==> config.mk <==
export PLATFORM = sky130hd
export DESIGN_NAME = debug_bus_master
export DESIGN_NICKNAME = d
export VERILOG_FILES = /design/src/rtl/debug_pkg.sv /design/src/rtl/debug_resp_buffer.sv /design/src/rtl/debug_bus_master.sv
export SDC_FILE = /design/constraint.sdc
export NUM_CORES = 1
export LEC_CHECK = 0
export BUFFER_PORTS_ARGS = -buffer_cell sky130_fd_sc_hd__buf_2
export CORE_MARGIN = 4
export CORE_UTILIZATION = 60
export DETAILED_ROUTE_END_ITERATION = 8
export PLACE_DENSITY = 0.85
export SLEW_MARGIN = 15
export SYNTH_ARGS = -nofsm -noshare
export SYNTH_HDL_FRONTEND = slang
export SYNTH_SLANG_ARGS = --single-unit
==> constraint.sdc <==
create_clock -name i_clk -period 3.5 [get_ports i_clk]
set_clock_uncertainty 0.05 [all_clocks]
set_input_delay 0.175 -clock i_clk [delete_from_list [all_inputs] [get_ports i_clk]]
set_output_delay 0.175 -clock i_clk [all_outputs]
set_load 0.02 [all_outputs]
==> src/rtl/debug_pkg.sv <==
// Shared constants and FSM state type for the byte-stream debug bus master.
package debug_pkg;

  localparam logic [7:0] CMD_HALT   = 8'h01;
  localparam logic [7:0] CMD_RESUME = 8'h02;
  localparam logic [7:0] CMD_READ   = 8'h03;
  localparam logic [7:0] CMD_WRITE  = 8'h04;

  localparam logic [7:0] RSP_ACK = 8'hA5;
  localparam logic [7:0] RSP_ERR = 8'hEE;

  localparam logic [1:0] MODE_IDLE  = 2'b00;
  localparam logic [1:0] MODE_READ  = 2'b01;
  localparam logic [1:0] MODE_WRITE = 2'b10;
  localparam logic [1:0] REQW_WORD  = 2'b10;

  typedef enum logic [2:0] {
    StIdle,
    StAddr,
    StWdata,
    StAccess,
    StCapture,
    StResp
  } state_e;

endpackage

==> src/rtl/debug_resp_buffer.sv <==
// Response byte buffer: loaded with 1 or 4 bytes, drained LSB first over a valid/ready port.
module debug_resp_buffer (
  input  logic        i_clk,
  input  logic        i_reset,
  input  logic        i_load,
  input  logic [31:0] i_load_word,
  input  logic        i_load_len4,
  output logic [7:0]  o_tx_data,
  output logic        o_tx_valid,
  input  logic        i_tx_ready,
  output logic        o_done
);

  logic [31:0] r_data;
  logic [2:0]  r_cnt;
  logic        r_valid;
  logic        w_accept;

  assign w_accept = r_valid & i_tx_ready;

  always_ff @(posedge i_clk or negedge i_reset) begin
    if (!i_reset) begin
      r_data  <= '0;
      r_cnt   <= '0;
      r_valid <= 1'b0;
    end else if (i_load) begin
      r_data  <= i_load_word;
      r_cnt   <= i_load_len4 ? 3'd4 : 3'd1;
      r_valid <= 1'b1;
    end else if (w_accept) begin
      r_data  <= {8'h00, r_data[31:8]};
      r_cnt   <= r_cnt - 3'd1;
      r_valid <= (r_cnt > 3'd1);
    end
  end

  assign o_tx_data  = r_data[7:0];
  assign o_tx_valid = r_valid;
  assign o_done     = (r_cnt == 3'd0);

endmodule

==> src/rtl/debug_bus_master.sv <==
// Decodes HALT/RESUME/READ/WRITE command bytes and issues word accesses on the debug bus port.
module debug_bus_master
  import debug_pkg::*;
#(
  parameter int unsigned TIMEOUT_CYCLES = 100000
) (
  input  logic        i_clk,
  input  logic        i_reset,
  input  logic [7:0]  i_rx_data,
  input  logic        i_rx_valid,
  output logic [7:0]  o_tx_data,
  output logic        o_tx_valid,
  input  logic        i_tx_ready,
  output logic        o_ds_cpu_halt,
  output logic [31:0] o_dbg_address,
  output logic [31:0] o_dbg_write_data,
  output logic [1:0]  o_dbg_mode,
  output logic [1:0]  o_dbg_reqw,
  output logic        o_dbg_reqs,
  input  logic [31:0] i_dbg_read_data
);

  localparam logic [31:0] TmoLast = 32'(TIMEOUT_CYCLES - 1);

  state_e      r_state, w_state_d;
  logic        r_halt, w_halt_d;
  logic        r_is_write, w_is_write_d;
  logic [1:0]  r_byte_cnt, w_byte_cnt_d;
  logic [31:0] r_addr, w_addr_d;
  logic [31:0] r_wdata, w_wdata_d;
  logic [31:0] r_tmo_cnt, w_tmo_d;
  logic        w_load;
  logic [31:0] w_load_word;
  logic        w_load_len4;
  logic        w_done;

  always_ff @(posedge i_clk or negedge i_reset) begin
    if (!i_reset) begin
      r_state    <= StIdle;
      r_halt     <= 1'b0;
      r_is_write <= 1'b0;
      r_byte_cnt <= '0;
      r_addr     <= '0;
      r_wdata    <= '0;
      r_tmo_cnt  <= '0;
    end else begin
      r_state    <= w_state_d;
      r_halt     <= w_halt_d;
      r_is_write <= w_is_write_d;
      r_byte_cnt <= w_byte_cnt_d;
      r_addr     <= w_addr_d;
      r_wdata    <= w_wdata_d;
      r_tmo_cnt  <= w_tmo_d;
    end
  end

  always_comb begin
    w_state_d    = r_state;
    w_halt_d     = r_halt;
    w_is_write_d = r_is_write;
    w_byte_cnt_d = r_byte_cnt;
    w_addr_d     = r_addr;
    w_wdata_d    = r_wdata;
    w_tmo_d      = '0;
    w_load       = 1'b0;
    w_load_word  = {24'h0, RSP_ACK};
    w_load_len4  = 1'b0;
    o_dbg_mode   = MODE_IDLE;
    unique case (r_state)
      StIdle: begin
        if (i_rx_valid) begin
          case (i_rx_data)
            CMD_HALT: begin
              w_halt_d  = 1'b1;
              w_load    = 1'b1;
              w_state_d = StResp;
            end
            CMD_RESUME: begin
              w_halt_d  = 1'b0;
              w_load    = 1'b1;
              w_state_d = StResp;
            end
            CMD_READ, CMD_WRITE: begin
              w_is_write_d = (i_rx_data == CMD_WRITE);
              w_byte_cnt_d = '0;
              w_state_d    = StAddr;
            end
            default: begin
              w_load      = 1'b1;
              w_load_word = {24'h0, RSP_ERR};
              w_state_d   = StResp;
            end
          endcase
        end
      end
      StAddr, StWdata: begin
        if (i_rx_valid) begin
          // Shift right so the first (least significant) byte ends up at the bottom.
          w_byte_cnt_d = r_byte_cnt + 2'd1;
          if (r_state == StAddr) w_addr_d = {i_rx_data, r_addr[31:8]};
          else                   w_wdata_d = {i_rx_data, r_wdata[31:8]};
          if (r_byte_cnt == 2'd3) begin
            if (r_state == StAddr && r_is_write) begin
              w_state_d = StWdata;
            end else if (!r_halt) begin
              w_load      = 1'b1;
              w_load_word = {24'h0, RSP_ERR};
              w_state_d   = StResp;
            end else begin
              w_state_d = StAccess;
            end
          end
        end else if (r_tmo_cnt == TmoLast) begin
          w_state_d = StIdle;
        end else begin
          w_tmo_d = r_tmo_cnt + 32'd1;
        end
      end
      StAccess: begin
        o_dbg_mode = r_is_write ? MODE_WRITE : MODE_READ;
        if (r_is_write) begin
          w_load    = 1'b1;
          w_state_d = StResp;
        end else begin
          w_state_d = StCapture;
        end
      end
      StCapture: begin
        o_dbg_mode  = MODE_READ;
        w_load      = 1'b1;
        w_load_word = i_dbg_read_data;
        w_load_len4 = 1'b1;
        w_state_d   = StResp;
      end
      StResp: begin
        if (w_done) w_state_d = StIdle;
      end
      default: w_state_d = StIdle;
    endcase
  end

  debug_resp_buffer u_resp_buffer (
    .i_clk       (i_clk),
    .i_reset     (i_reset),
    .i_load      (w_load),
    .i_load_word (w_load_word),
    .i_load_len4 (w_load_len4),
    .o_tx_data   (o_tx_data),
    .o_tx_valid  (o_tx_valid),
    .i_tx_ready  (i_tx_ready),
    .o_done      (w_done)
  );

  assign o_ds_cpu_halt    = r_halt;
  assign o_dbg_address    = r_addr;
  assign o_dbg_write_data = r_wdata;
  assign o_dbg_reqw       = REQW_WORD;
  assign o_dbg_reqs       = 1'b0;

endmodule

Word-level counts from Yosys, hierarchy flattened
Index checks and enable logic that the tools add are counted.
{"block": "totals", "regBits": 139, "out_inout_bits": 79}
{"block": "op_classes", "n_addsub": 3, "order_cmp": 1, "eq_ne": 17, "n_mux": 43, "bitwise": 2, "reduce_logical": 15}
{"cell": "$mux 32", "count": 5}
{"cell": "$pmux 32 s3", "count": 1}
{"cell": "$mux 7", "count": 6}
{"cell": "$mux 3", "count": 11}
{"cell": "$add 32x1->32 const B", "count": 1}
{"cell": "$eq 32x17->1 const B", "count": 1}
{"cell": "$eq 8x2->1 const B", "count": 2}
{"cell": "$pmux 3 s5", "count": 1}
{"cell": "$reduce_and 3->1", "count": 4}
{"cell": "$mux 1", "count": 11}
{"cell": "$eq 8x1->1 const B", "count": 1}
{"cell": "$eq 8x3->1 const B", "count": 1}
{"cell": "$mux 2", "count": 4}
{"cell": "$pmux 2 s2", "count": 2}
{"cell": "$reduce_and 4->1", "count": 2}
{"cell": "$eq 3x2->1 const B", "count": 2}
{"cell": "$eq 3x3->1 const B", "count": 2}
{"cell": "$logic_not 3->1", "count": 2}
{"cell": "$ne 3x3->1 const B", "count": 2}
{"cell": "$reduce_bool 2->1", "count": 3}
{"cell": "$ne 2x1->1 const B", "count": 2}
{"cell": "$ne 2x2->1 const B", "count": 2}
{"cell": "$pmux 1 s4", "count": 1}
{"cell": "$reduce_or 2->1", "count": 2}
{"cell": "10 further kinds", "count": 10}

Depth between registers and ports, before layout
{"block": "depth", "word_depth": 7, "ltp_mapped": 7, "mapped_depth_nobuf": 7}

Hierarchy
From an unflattened synthesis, not the netlist that was laid out.
{"block": "hier_totals", "hier_cells": 612, "hier_area_um2": 6582.6}
{"module": "debug_bus_master", "instances": 1, "cells_per_inst": 442, "area_per_inst_um2": 4865.9, "seq_area_each_um2": 2577.5}
{"module": "debug_resp_buffer", "instances": 1, "cells_per_inst": 170, "area_per_inst_um2": 1716.6, "seq_area_each_um2": 900.9}

Worst setup path after synthesis
No wires, ideal clock.
{"block": "synth_timing", "path_kind": "register -> register", "startpoint": "reg r_halt (netlist: o_ds_cpu_halt)", "endpoint": "reg u_resp_buffer.r_data[6]", "setup_time_ps": 126, "arrival_time_ps": 1879, "required_ps": 3324, "setup_slack_ps": 1445, "stages_incl_launch_ff": 8, "n_path_buf": 2, "cell_sequence": "dfrtp_1 -> clkbuf_1 -> nor4b_1 -> nor3_1 -> o31ai_4 -> buf_2 -> nor2_1 -> o32a_1"}
{"block": "synth_between", "elab_chain_len": 6}
{"item": "start, declared", "line_no": "debug_bus_master.sv:26", "source": "logic r_halt, w_halt_d;"}
{"item": "start signal, assigned", "line_no": "debug_bus_master.sv:48", "source": "r_halt <= w_halt_d;"}
{"item": "$mux 1 or $mux 7 (tied branches)", "line_no": "debug_bus_master.sv:105", "source": "end else if (!r_halt) begin"}
{"item": "$mux 1 or $mux 7 (tied branches)", "line_no": "debug_bus_master.sv:103", "source": "if (r_state == StAddr && r_is_write) begin"}
{"item": "$mux 1 or $mux 7 (tied branches)", "line_no": "debug_bus_master.sv:102", "source": "if (r_byte_cnt == 2'd3) begin"}
{"item": "$mux 1 or $mux 7 (tied branches)", "line_no": "debug_bus_master.sv:97", "source": "if (i_rx_valid) begin"}
{"item": "$pmux 1 s4 or $pmux 32 s3 (tied branches)", "line_no": "debug_bus_master.sv:69", "source": "unique case (r_state)"}
{"item": "$mux 32 or $reduce_bool 2->1 (tied branches)"}
{"item": "end signal, assigned", "line_no": "debug_resp_buffer.sv:27", "source": "r_data <= i_load_word;"}
{"item": "end signal, assigned", "line_no": "debug_resp_buffer.sv:31", "source": "r_data <= {8'h00, r_data[31:8]};"}
{"item": "end, declared", "line_no": "debug_resp_buffer.sv:14", "source": "logic [31:0] r_data;"}
Parallel ways exist; a longest one is shown, timed or not.
A chain may end at the register's enable or synchronous reset.

Worst setup path after layout
{"block": "layout_timing", "startpoint": "reg r_state[0]", "endpoint": "out o_dbg_mode[0]"}
{"block": "layout_between", "elab_chain_len": 2}
{"item": "start, declared", "line_no": "debug_bus_master.sv:25", "source": "state_e r_state, w_state_d;"}
{"item": "start signal, assigned", "line_no": "debug_bus_master.sv:39", "source": "r_state <= StIdle;"}
{"item": "start signal, assigned", "line_no": "debug_bus_master.sv:47", "source": "r_state <= w_state_d;"}
{"item": "$eq 3x3->1 or $eq 3x2->1 (tied branches)", "line_no": "debug_bus_master.sv:69"}
{"item": "$pmux 2 s2 *", "line_no": "debug_bus_master.sv:69"}
{"item": "end, declared", "line_no": "debug_bus_master.sv:17", "source": "output logic [1:0] o_dbg_mode,"}
Mark *: on every way between the ends. The rest lies on a longest branch, timed or not.

==> summary.txt <==
Final layout
  • Final Core Density: a little under 80%
  • Antenna cells: 0
  • Share of cells above drive strength 1: about a third
  • Most frequent cells in the layout: dfrtp_1 (139), buf_2 (118), mux2_2 (64), nor2_1 (53), dlygate4sd3_1 (41)
  • Number of nets in the layout: roughly 770
  • Most common cell after layout, fill and taps aside: dfrtp_1
  • Area Growth Syn to Fin: 25.2%

Yosys
  • Top-area cell type share of the netlist area: about 54%
  • Dominant cells by area after synthesis: dfrtp_1 (54%), mux2_2 (11%), mux2i_1 (3.4%)
  • Post-Syn Area: around 6500 sq um
  • Mapped Cells: ~570
  • YS warnings: 0
  • Mean Syn Cell Area: 11.5 sq um
  • Synth cell types: 56
  • Main synth FF type: dfrtp_1
  • Area leader, netlist: dfrtp_1
  • Async SR Flop Fraction: between 90% and 100%
  • Count of flip-flops with a built-in enable after synthesis: 0
  • Seq/Total Area, Yosys: a little over half
  • #FFs+latches synth: about 140

GRT
  • Initial antenna violation count: 0
  • Grt ovf: 0
  • GRT Resource Usage Total: between 20% and 30%
  • Vias in the first global route: around 5,500
  • M3 GR Usage: 8.70%
  • First-pass GRT wire length: around 28,000 um
  • Most Crowded Layer GR: met2
  • Met1 Track Usage GR: 34.1%
  • Routing usage on met2: between 40% and 50%
  • Pin count of the biggest net entering global routing: slightly above 100

Placed design
  • PortBufs: approximately 120
  • GP Congestion: approximately 0.88
  • DP HPWL: ~10,000 um

Setup path
  • Peak per-stage delay on the critical path: between 0.5 and 0.6 ns
  • CP arrival: between 2 and 2.5 ns
  • Worst Path Required: ~3.3 ns
  • Startpoint class of the critical path: register
  • Critical path, cell by cell: nor2_1 > nand2_1 > o31ai_1 > buf_2
  • Worst Path Max Fanout: 20
  • Worst path slowest cell: dfrtp_1
  • Worst Setup Path Type: reg2out
  • Crit end category: output pin

Power and ir drop
  • PD cells: slightly above 800 nW/um^2
  • Max VDD drop: between 0.0005 and 0.0006 V
  • Leakage: slightly below 4 nW

Run
  • Max-Cap Viols: 0

Floorplan
  • Row count: 37
  • Die width: 112 um
  • Die H: roughly 110 um
  • Initial Utilization: slightly above 60%
  • Die ar.: ~13,000 sq um
  • # IOs: about 120
  • CORE AREA: 10,400 sq um

Detailed routing
  • Vias: roughly 5,100
  • Iteration-0 DRC count of the detailed router: approximately 520
  • Residual DRC: 0
  • Drt total wl: around 16,000 um
  • Routed len/inst: approximately 19 um
  • Drt pass-1 iters: 5
  • Via-to-Cell Ratio: 5.93
  • Post-DRT Antenna Nets: 0

Clock network
  • CTS tree: built
  • # Post-CTS Setup Buffers: 0
  • Worst-path clk slew: 0.06 ns
  • Clock Path Buffers: 2
  • Worst-Skew Late Latency: 0.52 ns
  • CTS Sinks: 139
  • CTS buffer count: 17
  • H-tree levels: 4
  • Root Driver: clkbuf_8

Timing
  • Total negative setup slack: 0 ns
  • Fmax: about 380 MHz
  • Final hold vios: 0
  • Final Cycle Share: between 70% and 80%
  • Final setup viols: 0
  • Max-slew violations: 0
  • RSZ-0062 raised after global routing: false
  • Least-Margin Pin Slew: between 1 and 1.5 ns
  • Rel. slew slack: ~30%
  • Crit path time final: 2.62 ns

Outcome
  • Run status: finished clean

Hold path
  • Hold WC Path Type: in2reg
==> per-layer routing <==
layer	routed length [um]	share of wire [%]	up-vias
met1	6370	39	2517
met4	332	2.0	0
met5	0	0	-
met2	8210	50	263
li1	-	-	2314
met3	1440	8.8	33
==> worst max-delay path: cells and delay by family, from the launching register on <==
| kind | cells | cell delay (ns) |
|---|---|---|
| compound gates | 1 | 0.23 |
| simple gates | 2 | 0.83 |
| flops | 1 | 0.58 |
| buf+inv | 1 | 0.24 |
==> cell usage after synthesis, drive strengths merged (8+ instances only) <==
library cell / instances
xor2: 23
nor2: 53
o21ai: 17
clkbuf: 19
nand2: 36
mux2: 64
mux2i: 22
o31ai: 19
a22o: 8
nor3: 10
nand3: 24
nor4: 9
buf: 19
a21oi: 11
nand4: 11
dfrtp: 139
==> repair_timing <==
item,in CTS,in global routing
gates resized for setup,0,0
hold buffers,41,0
hold endpoints to repair,148,0
==> layout make-up <==
type	count	area, sq um
clock buffers	21	449
clock inverters	11	120
fillers	620	2310
inverters	6	22.5
multi-input cells	383	2790
flip-flops and latches	139	3480
well taps	136	170
repair buffers	169	1080
==> through the flow <==
stage	power, mW	cells	setup WS (ns)	cell area (sq um)	hold slack, ns
floorplan	4.05	566	1.44	6480	-0.171
global placement	4.62	792	1.09	7130	0.274
detailed placement	4.75	792	0.999	7130	0.285
CTS	6.52	865	0.962	8110	0.0236
global route	6.90	865	0.757	8110	0.0169
finish	6.57	865	0.875	8110	0.0416
==> power by group <==
part | switching (mW) | total (mW) | internal (mW)
logic | 1.35 | 2.30 | 0.952
registers | 0.434 | 2.54 | 2.11
clock network | 0.675 | 1.72 | 1.05
total | 2.46 | 6.57 | 4.11
==> final timing paths <==
check	from	endpoint	slack, ns	depth (start not counted)
min	i_dbg_read_data[3]	u_resp_buffer.r_data[3]	0.04	3
max in group asynchronous	i_reset	r_tmo_cnt[30]	2.29	3
min in group asynchronous	i_reset	u_resp_buffer.r_data[13]	0.26	2
max	r_state[0]	o_dbg_mode[0]	0.88	4
max reg2reg	r_state[0]	u_resp_buffer.r_data[9]	0.95	5
min reg2reg	u_resp_buffer.r_data[1]	u_resp_buffer.r_data[1]	0.45	1
==> registers in the layout, summed over array words and instances, names as in the netlist <==
signal and flops:
o_dbg_address 32, o_dbg_write_data 32, r_tmo_cnt 32, u_resp_buffer.r_data 32, r_state 3, u_resp_buffer.r_cnt 3, r_byte_cnt 2, o_ds_cpu_halt 1
r_is_write 1, u_resp_buffer.o_tx_valid 1
==> cell families after synthesis <==
kind of cell               synth area share (%)
muxes                                      14.5
AOI/OAI and AO/OA                          8.77
xor gates and xnor gates                   3.92
adders and majority gates                 0.966
buffers and inverters                      3.28
other                                     0.116
DFF                                        53.7
and+or+nand+nor                            14.7
Note: power is estimated with default switching activity, not from simulation.
